--- config.mk ---
export PLATFORM = sky130hd
export DESIGN_NAME = sr_latch_ctrl
export DESIGN_NICKNAME = d
export VERILOG_FILES = /design/src/rtl/sr_latch_ctrl.sv
export SDC_FILE = /design/constraint.sdc
export NUM_CORES = 1
export LEC_CHECK = 0
export CORE_UTILIZATION = 40
export CTS_BUF_LIST = sky130_fd_sc_hd__clkbuf_8
export DETAILED_ROUTE_END_ITERATION = 8
export PLACE_DENSITY_LB_ADDON = 0.2
export SYNTH_ARGS = -nofsm -noshare
export SYNTH_HDL_FRONTEND = slang
export SYNTH_SLANG_ARGS = --single-unit
--- constraint.sdc ---
create_clock -name clk -period 2.2 [get_ports clk]
set_clock_uncertainty 0.15 [all_clocks]
set_input_delay 0.33 -clock clk [delete_from_list [all_inputs] [get_ports clk]]
set_output_delay 0.33 -clock clk [all_outputs]
set_load 0.05 [all_outputs]
--- src/rtl/sr_latch_ctrl.sv ---
// rtl/sr_latch_ctrl.sv - write/read-back sequencer for a bank of gated SR latches
module sr_latch_ctrl #(
  parameter int N          = 4,
  parameter int IDX_W      = 2,
  parameter int SETUP_CYC  = 2,
  parameter int PULSE_CYC  = 4,
  parameter int HOLD_CYC   = 2,
  parameter int SETTLE_CYC = 3
) (
  input  logic             clk,
  input  logic             rst_n,
  input  logic             cmd_valid,
  output logic             cmd_ready,
  input  logic [1:0]       cmd_op,
  input  logic [IDX_W-1:0] cmd_idx,
  output logic             lat_s,
  output logic             lat_r,
  output logic [N-1:0]     lat_e,
  input  logic [N-1:0]     lat_q,
  output logic             rsp_valid,
  input  logic             rsp_ready,
  output logic             rsp_q,
  output logic             rsp_err,
  output logic             busy
);

  if (N < 1 || N > 16 || (2 ** IDX_W) < N ||
      SETUP_CYC < 1 || SETUP_CYC > 255 || PULSE_CYC < 1 || PULSE_CYC > 255 ||
      HOLD_CYC < 1 || HOLD_CYC > 255 || SETTLE_CYC < 3 || SETTLE_CYC > 255) begin : g_param_err
    $error("sr_latch_ctrl: parameter out of range");
  end

  typedef enum logic [2:0] {IDLE, SETUP, PULSE, HOLD, SETTLE, RESP} state_t;

  localparam logic [1:0] OP_READ  = 2'b00;
  localparam logic [1:0] OP_SET   = 2'b01;
  localparam logic [1:0] OP_RESET = 2'b10;
  localparam logic [1:0] OP_ILL   = 2'b11;

  state_t             state;
  logic [7:0]         cnt;
  logic [1:0]         op_r;
  logic [IDX_W-1:0]   idx_r;
  logic [N-1:0]       sync1, sync2;
  logic [N-1:0]       idx_onehot;
  logic               q_sel;
  logic               idx_ok;

  assign cmd_ready  = (state == IDLE);
  assign busy       = (state != IDLE);
  assign idx_onehot = N'(1) << idx_r;
  assign q_sel      = |(sync2 & idx_onehot);
  assign idx_ok     = {1'b0, cmd_idx} < (IDX_W + 1)'(N);

  always_ff @(posedge clk or negedge rst_n) begin
    if (!rst_n) begin
      state     <= IDLE;
      cnt       <= '0;
      op_r      <= OP_READ;
      idx_r     <= '0;
      sync1     <= '0;
      sync2     <= '0;
      lat_s     <= 1'b0;
      lat_r     <= 1'b0;
      lat_e     <= '0;
      rsp_valid <= 1'b0;
      rsp_q     <= 1'b0;
      rsp_err   <= 1'b0;
    end else begin
      sync1 <= lat_q;
      sync2 <= sync1;
      case (state)
        IDLE: begin
          if (cmd_valid) begin
            op_r  <= cmd_op;
            idx_r <= cmd_idx;
            if (cmd_op == OP_ILL || !idx_ok) begin
              rsp_valid <= 1'b1;
              rsp_err   <= 1'b1;
              rsp_q     <= 1'b0;
              state     <= RESP;
            end else if (cmd_op == OP_READ) begin
              cnt   <= 8'(SETTLE_CYC - 1);
              state <= SETTLE;
            end else begin
              // S and R come from a single decoded op, so both can never be high together
              lat_s <= (cmd_op == OP_SET);
              lat_r <= (cmd_op == OP_RESET);
              cnt   <= 8'(SETUP_CYC - 1);
              state <= SETUP;
            end
          end
        end
        SETUP: begin
          if (cnt == 8'd0) begin
            lat_e <= idx_onehot;
            cnt   <= 8'(PULSE_CYC - 1);
            state <= PULSE;
          end else begin
            cnt <= cnt - 8'd1;
          end
        end
        PULSE: begin
          if (cnt == 8'd0) begin
            lat_e <= '0;
            cnt   <= 8'(HOLD_CYC - 1);
            state <= HOLD;
          end else begin
            cnt <= cnt - 8'd1;
          end
        end
        HOLD: begin
          if (cnt == 8'd0) begin
            lat_s <= 1'b0;
            lat_r <= 1'b0;
            cnt   <= 8'(SETTLE_CYC - 1);
            state <= SETTLE;
          end else begin
            cnt <= cnt - 8'd1;
          end
        end
        SETTLE: begin
          if (cnt == 8'd0) begin
            rsp_valid <= 1'b1;
            rsp_q     <= q_sel;
            rsp_err   <= (op_r == OP_SET && !q_sel) || (op_r == OP_RESET && q_sel);
            state     <= RESP;
          end else begin
            cnt <= cnt - 8'd1;
          end
        end
        RESP: begin
          if (rsp_ready) begin
            rsp_valid <= 1'b0;
            rsp_q     <= 1'b0;
            rsp_err   <= 1'b0;
            state     <= IDLE;
          end
        end
        default: state <= IDLE;
      endcase
    end
  end

endmodule

==> run metrics <==
Initial Util=43.09%; share of cells above drive strength 1=24.23%; Slew Viols, Final=0; Synth area leaders=dfrtp_1 45%, mux2_2 4.4%, ha_1 4.2%, nor2_1 4.2%, o21ai_0 3.4%; CP Capture Type=register; final setup vio count=0; Layout Utilization=56.76%; Total Wirelength=4088 um; Std-Cell Core Area=4144 sq um; Avg Inst Size Synth=9.810 sq um; outcome=finished, final reports clean; antenna violations before repair=0; ys async rst share=100.0%; crit path launch type=register; Tmin final=2103 ps; wire length per cell=14.76 um; Leakage=1.041 nW; Syn Nets=200; setup ws final=96.93 ps; CP Data Arrival Time=2110 ps; Residual DRC=0; area leader, netlist=dfrtp_1; WHS=195.8 ps; Initial DRC Count=126; Remaining Overflow, GRT=0; H-tree Lvls=2; GPL Wtd Cong=0.8901; Cells after Synth=182; maximum clock path buffer count=2; HPWL Detailed=2919 um; DP Area=2186 sq um; fmax=475.5 MHz; hold wc startpoint=sync1[1]$_DFF_PN0_; worst min-delay path class=register to register; Netlist cell types=48; required time worst endpoint=2200 ps; Syn. warnings=0; num rows=23; # IOs=23; DRT Pass-1 Iters=4; CP Class=register to register; pre-CTS worst setup slack=-5.797 ps; post-route cell area=2352 sq um; EDFF count, synth=0; die width=68.81 um; fin crit share=95.59%; Peak VDD IR=0.5380 mV; vias per cell=5.448; worst-skew pair later-pin latency=270 ps; die area=4735 sq um; first-pass GRT wire length=6617 um; Nets=244; slew margin rel.=65.99%; proportion of netlist area held by the largest area contributor=44.85%; via count=1509; DIE HEIGHT=68.81 um; Post-DRT Antenna Nets=0; RR Startpoint=cnt[0]$_DFFE_PN0P_; Clock Sinks=32; Reg clk slew, reported paths=70 ps; Tightest Pin Transition=508.5 ps; CTS tree=yes; ant diodes=0; gr usage total=19.16%; Seq/Total Area, Yosys=44.85%; vias in the first global route=1453; #FFs+latches synth=32; Power Density=1349 nW/um^2; clock root buffer=clkbuf_8; setup tns final=0 ps; Setup crit start=cnt[0]$_DFFE_PN0P_; Max FO, Critical Path=3; largest net degree at the start of global routing=33; hold_buf cts=0; Layout area overhead=31.75%; Fin. Hold Viols=0; Num CTS Buffers=5; Max Cap Violations=0; Synth Cell Area=1785 sq um; ys flop type=dfrtp_1; IO buf count=22
## layout by cell type, fill, tap and decap left out, types with 3 or more instances in the layout
cell type / n
nor2_1: 20
nor3_1: 6
clkdlybuf4s50_1: 20
nand2_1: 15
xor2_1: 5
ha_1: 5
clkbuf_8: 6
a22o_1: 3
mux2i_1: 4
o21ai_0: 12
o211ai_1: 4
a21oi_1: 7
inv_1: 9
nand4_1: 3
dfrtp_1: 32
mux2_2: 5
buf_4: 25
## cells by family after synthesis
kind of cell	synth area share (%)
DFF	44.85
muxes	6.658
buffers and inverters	4.625
adders and majority gates	4.205
and+or+nand+nor	22.14
xor gates and xnor gates	3.434
AOI/OAI and AO/OA	14.09
## registers in the layout, summed over array words and instances, names as in the netlist
name	flops
rsp_valid	1
cnt	8
sync2	4
idx_r	2
rsp_err	1
state	3
op_r	2
lat_s	1
rsp_q	1
sync1	4
lat_e	4
lat_r	1
## final timing paths
kind	end	slack, ps	cells after the start
hold / removal	sync2[1]$_DFF_PN0_	200	0
setup / recovery	rsp_q$_DFFE_PN0P_	100	7
hold reg to reg	sync2[1]$_DFF_PN0_	200	0
min in group asynchronous	cnt[1]$_DFFE_PN0P_	300	2
setup reg to reg	rsp_q$_DFFE_PN0P_	100	7
max in group asynchronous	sync2[3]$_DFF_PN0_	1300	2
## synth_stat cells (2+ instances only)
master	number
a21oi_1	7
nor2_1	20
mux2i_1	4
nor2b_1	2
o32ai_1	2
nand2b_1	2
inv_1	10
nand2_1	15
a211oi_1	2
o21ai_0	12
mux2_2	7
nor3_1	6
ha_1	6
clkbuf_1	6
o211ai_1	4
nand4b_1	2
nand4_1	3
xor2_1	5
and2_1	2
dfrtp_1	32
a22o_1	3
xnor2_1	2
buf_2	3
## per-layer routing
metal  vias up  share of wire [%]  track usage [%]
li1        724                  -                -
met1       743                 45            23.28
met2        38                 51            32.97
met3         4                3.7            3.618
met4         0               0.95            8.163
met5         -                  0                0
## layout make-up
type	instances	area, sq um
clock buffers	6	82.58
flip-flops and latches	32	800.8
fillers	382	1792
repair buffers	47	427.9
multi-input cells	130	929.6
well taps	50	62.56
inverters	10	37.54
clock inverters	2	11.26
## power by group
group	switching [mW]	internal (mW)
clock	0.212	0.249
combinational	0.926	0.802
sequential	0.199	0.784
total	1.34	1.84
## worst max-delay path, cell delays in order (launching register included)
cell	delay [ps]
dfrtp_1	390
inv_2	100
ha_4	140
nor3b_4	220
and2_4	180
a211oi_1	70
nor4b_4	390
mux2_4	340
## metrics by stage
stage,cells,total power [mW]
6_report,277,3.173
5_1_grt,277,3.395
4_1_cts,271,3.057
3_5_place_dp,263,2.579
3_3_place_gp,263,2.522
2_1_floorplan,182,2.055
## timing repair
item                       CTS  global route
setup endpoints to repair    0             5
setup buffers                0             6
gates resized for setup      0             8
Power figures use the tool's default switching activity.
